$ cat src/rtl/alu_pkg.sv
// alu_pkg: function codes, data width and shifter modes shared by the ALU, decoder and board harness.
// Rev 1.0
`default_nettype none

package alu_pkg;

   localparam int DATA_W = 32;

   localparam logic [3:0] ALU_ADD  = 4'b0000;
   localparam logic [3:0] ALU_SUB  = 4'b0001;
   localparam logic [3:0] ALU_AND  = 4'b0010;
   localparam logic [3:0] ALU_OR   = 4'b0011;
   localparam logic [3:0] ALU_XOR  = 4'b0100;
   localparam logic [3:0] ALU_NOR  = 4'b0101;
   localparam logic [3:0] ALU_NOT  = 4'b0110;
   localparam logic [3:0] ALU_NEG  = 4'b0111;
   localparam logic [3:0] ALU_SLL  = 4'b1000;
   localparam logic [3:0] ALU_SRL  = 4'b1001;
   localparam logic [3:0] ALU_SRA  = 4'b1010;
   localparam logic [3:0] ALU_SLT  = 4'b1011;
   localparam logic [3:0] ALU_SLTU = 4'b1100;
   localparam logic [3:0] ALU_PASSA = 4'b1101;
   localparam logic [3:0] ALU_PASSB = 4'b1110;
   localparam logic [3:0] ALU_NAND = 4'b1111;

   typedef enum logic [1:0] {
      SH_SLL = 2'd0,
      SH_SRL = 2'd1,
      SH_SRA = 2'd2
   } shift_mode_e;

endpackage

`default_nettype wire

$ cat src/rtl/alu_shifter.sv
// alu_shifter: five-stage logarithmic barrel shifter (SLL / SRL / SRA), 5-bit amount.
// Rev 1.0
`default_nettype none

module alu_shifter
   import alu_pkg::*;
(
   input  logic [DATA_W-1:0] value,
   input  logic [4:0]        amount,
   input  shift_mode_e       mode,
   output logic [DATA_W-1:0] result
);

   logic [DATA_W-1:0] w_stage [0:5];
   logic              w_fill;

   assign w_fill     = (mode == SH_SRA) ? value[DATA_W-1] : 1'b0;
   assign w_stage[0] = value;

   // Stage i shifts by 2**i when amount[i] is set.
   for (genvar i = 0; i < 5; i++) begin : g_stage
      localparam int SH = 1 << i;
      logic [DATA_W-1:0] w_left;
      logic [DATA_W-1:0] w_right;

      assign w_left       = {w_stage[i][DATA_W-1-SH:0], {SH{1'b0}}};
      assign w_right      = {{SH{w_fill}}, w_stage[i][DATA_W-1:SH]};
      assign w_stage[i+1] = amount[i] ? ((mode == SH_SLL) ? w_left : w_right)
                                      : w_stage[i];
   end

   assign result = w_stage[5];

endmodule

`default_nettype wire

$ cat src/rtl/alu.sv
// alu: registered 32-bit ALU with zero/sign flags; one-cycle latency, async active-high reset.
// Rev 1.0
`default_nettype none

module alu
   import alu_pkg::*;
(
   input  logic              clk,
   input  logic              rst,
   input  logic [DATA_W-1:0] A,
   input  logic [DATA_W-1:0] B,
   input  logic [3:0]        funct,
   output logic [DATA_W-1:0] S,
   output logic              flagZ,
   output logic              flagS
);

   logic [DATA_W:0]   w_sub;
   logic [DATA_W-1:0] w_sum;
   logic [DATA_W-1:0] w_neg;
   logic              w_slt;
   logic              w_sltu;
   logic [DATA_W-1:0] w_shift;
   shift_mode_e       w_shift_mode;
   logic [DATA_W-1:0] w_result;

   // One A - B path feeds SUB, SLT and SLTU; bit 32 is the unsigned borrow.
   assign w_sub  = {1'b0, A} - {1'b0, B};
   assign w_sum  = A + B;
   assign w_neg  = '0 - B;
   assign w_sltu = w_sub[DATA_W];
   assign w_slt  = (A[DATA_W-1] != B[DATA_W-1]) ? A[DATA_W-1] : w_sub[DATA_W-1];

   always_comb begin
      w_shift_mode = SH_SRA;
      if (funct == ALU_SLL)
         w_shift_mode = SH_SLL;
      else if (funct == ALU_SRL)
         w_shift_mode = SH_SRL;
   end

   alu_shifter u_shifter (
      .value  (A),
      .amount (B[4:0]),
      .mode   (w_shift_mode),
      .result (w_shift)
   );

   always_comb begin
      w_result = '0;
      case (funct)
         ALU_ADD:   w_result = w_sum;
         ALU_SUB:   w_result = w_sub[DATA_W-1:0];
         ALU_AND:   w_result = A & B;
         ALU_OR:    w_result = A | B;
         ALU_XOR:   w_result = A ^ B;
         ALU_NOR:   w_result = ~(A | B);
         ALU_NOT:   w_result = ~A;
         ALU_NEG:   w_result = w_neg;
         ALU_SLL,
         ALU_SRL,
         ALU_SRA:   w_result = w_shift;
         ALU_SLT:   w_result = {{(DATA_W-1){1'b0}}, w_slt};
         ALU_SLTU:  w_result = {{(DATA_W-1){1'b0}}, w_sltu};
         ALU_PASSA: w_result = A;
         ALU_PASSB: w_result = B;
         ALU_NAND:  w_result = ~(A & B);
         default:   w_result = '0;
      endcase
   end

   // Flags come from the value being captured, never from the old S.
   always_ff @(posedge clk or posedge rst) begin
      if (rst) begin
         S     <= '0;
         flagZ <= 1'b1;
         flagS <= 1'b0;
      end else begin
         S     <= w_result;
         flagZ <= (w_result == '0);
         flagS <= w_result[DATA_W-1];
      end
   end

endmodule

`default_nettype wire

$ cat config.mk
export PLATFORM = sky130hd
export DESIGN_NAME = alu
export DESIGN_NICKNAME = d
export VERILOG_FILES = /design/src/rtl/alu_pkg.sv /design/src/rtl/alu_shifter.sv /design/src/rtl/alu.sv
export SDC_FILE = /design/constraint.sdc
export NUM_CORES = 1
export LEC_CHECK = 0
export ABC_AREA = 0
export ABC_CLOCK_PERIOD_IN_PS = 2100
export CORE_MARGIN = 8
export CORE_UTILIZATION = 60
export DETAILED_ROUTE_END_ITERATION = 7
export GPL_TIMING_DRIVEN = 1
export PLACE_DENSITY = 0.82
export SLEW_MARGIN = 40
export SYNTH_ARGS = -nofsm -noshare
export SYNTH_HDL_FRONTEND = slang
export SYNTH_SLANG_ARGS = --single-unit
export TNS_END_PERCENT = 100
$ cat constraint.sdc
create_clock -name clk -period 2.1 [get_ports clk]
set_input_delay 0.42 -clock clk [delete_from_list [all_inputs] [get_ports clk]]
set_output_delay 0.42 -clock clk [all_outputs]
set_load 0.01 [all_outputs]
==> summary.txt, run 1 <==
Outcome
  – Run status: did not finish
  – Stop stage: 4_1_cts
  – First Err: [ERROR DPL-0038] Utilization greater than 100%, impossible to legalize

Synth
  – Netlist cell types: 104
  – Commonest cells in the netlist: 172 x nand2_1, 164 x nor2_1, 161 x a21oi_1
  – #FFs+latches synth: 33
  – Ys flop type: dfrtp_1
  – Top cell type's share of synthesized area: 0.0888
  – Synth warnings: 0
  – Post-Syn Nets: 2191
  – Post-synth EDFFs: 0
  – Top-count cell post-synth: nand2_1
  – Register area share after synthesis: 0.0605
  – Cell Area, Synth: 13700 um2
  – Area leader, netlist: ha_1
  – Top cells by area in the synthesized netlist: ha_1 8.9%, a21oi_1 5.9%, dfrtp_1 5.9%, mux2i_1 5.8%, nand2_1 4.7%
  – Async set-reset flop share out of synthesis: 1.00
  – Syn Area/Cell: 6.76 um2
  – Synth Instances: 2021

Clock tree
  – Post-cts resize count: 632
  – Clock root cell: clkbuf_16
  – Total CTS buffers: 5
  – H-tree levels: 2
  – Post-CTS Setup Inserts: 103
  – Hold-fix buffers, CTS: 0
  – Max Buffers Root-to-Sink: 2
  – Clock sinks: 33

Floorplanning
  – Chip height: 167 um
  – Die W: 167 um
  – Cell Rows: 55
  – IO Count: 104
  – Initial Util: 0.608

Placement
  – Port Buffers: 103
  – Post-DP HPWL: 69200 um
  – Routability cong.: 1.37
  – Placed cells: 2945
==> cell families after synthesis <==
group,synth area share
AO/OA/AOI/OAI,0.391
AND/OR/NAND/NOR,0.256
buffers and inverters,0.0923
multiplexers,0.0793
adder cells (fa/ha/maj),0.0932
XOR/XNOR,0.0269
flip-flops,0.0605
==> through the flow <==
| step | cell area, um2 | setup TNS [ns] | setup slack (ns) | utilization | hold slack [ns] |
|---|---|---|---|---|---|
| after detailed placement | 19900 | -61.78 | -3.67 | 0.884 | 0.859 |
| after floorplan | 14100 | -27.49 | -2.75 | - | 0.548 |
| after global placement | 19900 | -55.54 | -3.20 | 0.884 | 0.820 |
==> run 2, diff against run 1 <==
- CORE_UTILIZATION: 60 -> 40
- PLACE_DENSITY: 0.82 -> unset
- PLACE_DENSITY_LB_ADDON: unset -> 0.15
==> summary.txt, run 2 <==
Timing
  – Final Slew Violations: 0
  – RSZ-0062 raised after global routing: yes
  – Hold WS: 0.541 ns
  – Slew margin rel.: 0.512
  – Min Tclk post-route: 4.76 ns
  – Worst Tran Pin Value: 0.729 ns
  – Setup TNS Final: -38.34 ns
  – Final hold violations: 0
  – Final setup viols: 33
  – Final worst slack: -2.66 ns
  – Max Clk Rate: 210 MHz
  – Final period utilization: 2.27

Cells and area
  – Regs by FF count: S: 32 flops, flagZ: 1 flops
  – Fraction of final layout cells sized beyond drive strength 1: 0.461
  – Max reg flops: 32
  – Commonest non-fill, non-tap cell in the layout: buf_4
  – Commonest non-fill, non-tap cells in the layout: 792 x buf_4, 165 x nand2_1, 154 x nor2_1
  – Reg with most FFs: S
  – Total Nets Final: 3020
  – Final std cells w/o fill: 3301
  – P&R area growth vs syn: 78.0%

Synth
  – Area leader, netlist: ha_1
  – Ys flop type: dfrtp_1
  – Top cell type's share of synthesized area: 0.0888
  – Post-synth EDFFs: 0
  – Synth warnings: 0
  – Register area share after synthesis: 0.0605
  – Commonest cells in the netlist: 172 x nand2_1, 164 x nor2_1, 161 x a21oi_1
  – Cell Area, Synth: 13700 um2
  – Synth Instances: 2021
  – Netlist cell types: 104
  – Post-Syn Nets: 2191
  – Async set-reset flop share out of synthesis: 1.00
  – #FFs+latches synth: 33
  – Top-count cell post-synth: nand2_1
  – Syn Area/Cell: 6.76 um2
  – Top cells by area in the synthesized netlist: ha_1 8.9%, a21oi_1 5.9%, dfrtp_1 5.9%, mux2i_1 5.8%, nand2_1 4.7%

Power and ir drop
  – Max IR drop VDD: 299 uV
  – Lkg Pwr: 10.6 nW
  – Pwr dens: 355 nW/um2

Clock tree
  – Max Buffers Root-to-Sink: 2
  – Total CTS buffers: 5
  – H-tree levels: 2
  – CTS tree: built
  – Clock sinks: 33
  – Clk slew on worst S/H paths: 0.06 ns
  – Clock root cell: clkbuf_16
  – Hold-fix buffers, CTS: 0

Worst setup path
  – Largest fanout on the critical path: 4
  – Crit. Startpoint: A[11]
  – Required @ worst endpoint: 2.31 ns
  – Slowest cell on crit path: or4bb_1
  – CP bufs+invs: 2
  – Worst setup EP type: flop
  – Worst EP arrival: 4.97 ns
  – CP max stage delay: 0.52 ns
  – Kind of critical path: input pin to flop
  – Startpoint class of the critical path: input pin
  – Crit path depth: 20
  – Most frequent CP cell: a21oi_2
  – Worst path cell trace: buf_2 > buf_4 > ha_4 > a221o_1 > or3_4 > o21ai_4 > o211ai_1 > a311o_1 > a21oi_2 > o21bai_1 > a21oi_2 > o21bai_2 > fa_2 > a22oi_2 > nand3_1 > a21oi_2 > nand4_1 > a21o_1 > or4bb_1 > nor3_2
  – CP endpoint: flagZ$_DFF_PP1_
  – CP delay by family, top: compound AO/OA/AOI/OAI gates

Placement
  – Post-DP HPWL: 75200 um
  – Placed cells: 3197
  – Routability cong.: 1.14
  – Pre-CTS setup slack: -3.50 ns
  – Port Buffers: 103

GRT
  – Overflow after GRT: 0
  – Global-route wire length before repair: 140000 um
  – Initial antenna violation count: 5
  – All-Layer GR Usage: 0.450
  – Vias in the first global route: 21166
  – Largest net degree at the start of global routing: 68

Drt
  – Antenna Nets Post-Route: 0
  – Vias/cell: 6.88
  – Drt wl/cell: 30.6 um
  – DR pass1 iterations: 7
  – Drt total wl: 101000 um
  – DRC violations left: 0
  – Initial drt markers: 3569
  – Via Count: 22698

Outcome
  – Run status: finished, violations left
  – Failing checks: negative setup slack

Floorplanning
  – Chip height: 201 um
  – Initial Util: 0.407
  – Area of the core: 33600 um2
  – IO Count: 104
  – Cell Rows: 67
  – Die W: 201 um
  – Total Die Area: 40300 um2

Min path
  – Worst hold path class: input pin to async pin

Run
  – Maximum capacitance violations: 0
==> run 2: cell counts after synthesis <==
No cell type changed its count.
==> run 2: through the flow <==
| step | area (um2) | total power, mW | utilization |
|---|---|---|---|
| 2_1_floorplan | 14100 | 3.28 | - |
| 3_3_place_gp | 20800 | 6.36 | 0.620 |
| 3_5_place_dp | 20800 | 6.41 | 0.620 |
| 4_1_cts | 22400 | 7.66 | 0.666 |
| 5_1_grt | 24300 | 8.84 | 0.724 |
| 6_report | 24300 | 8.64 | 0.724 |
==> run 2: how the worst min path moves through the flow <==
stage	start	slack [ns]	depth (start not counted)	endpoint
after floorplan	rst	0.55	1	S[0]$_DFF_PP0_
after global placement	rst	0.84	3	S[30]$_DFF_PP0_
after detailed placement	rst	0.86	3	S[30]$_DFF_PP0_
after CTS	rst	0.55	3	S[30]$_DFF_PP0_
after global routing	rst	0.59	3	S[28]$_DFF_PP0_
final	rst	0.54	3	S[30]$_DFF_PP0_
==> run 2: cell type report <==
cell class / count / area, um2
Inverter: 108 / 468
Timing Repair Buffer: 1008 / 8650
Sequential cell: 33 / 827
Fill cell: 2672 / 9280
Clock buffer: 7 / 153
Clock inverter: 1 / 5.00
Antenna cell: 2 / 5.00
Tap cell: 448 / 561
Multi-Input combinational cell: 1694 / 13700
==> run 2: power by group <==
part           leakage [nW]  switching, mW  internal, mW
logic                  10.2           3.80          3.25
clock network        0.0799          0.307         0.503
registers             0.400         0.0319         0.741
==> run 2: repair_timing <==
item / CTS / global route
endpoints found under the setup margin: 33 / 33
cloned: 3 / 2
gates resized for setup: 336 / 337
pin swaps: 70 / 120
buffers inserted: 44 / 61
==> run 2: metal layers <==
metal / global-route usage / up-vias / wire length, um
met5: 0 / - / 86
met4: 0.334 / 6 / 9940
met3: 0.145 / 612 / 15200
met2: 0.641 / 2168 / 40000
met1: 0.559 / 10540 / 35900
li1: - / 9372 / -
==> run 2: cell families (layout without fill, tap and decap cells) <==
kind of cell / Yosys count / after routing / share of synthesized area
AO/OA/AOI/OAI: 759 / 759 / 0.391
XOR/XNOR: 42 / 42 / 0.0269
adder cells (fa/ha/maj): 100 / 100 / 0.0932
buffers and inverters: 294 / 1124 / 0.0923
flip-flops: 33 / 33 / 0.0605
multiplexers: 100 / 100 / 0.0793
other: 0 / 2 / 0
AND/OR/NAND/NOR: 693 / 693 / 0.256
(Power assumes the default switching activity.)
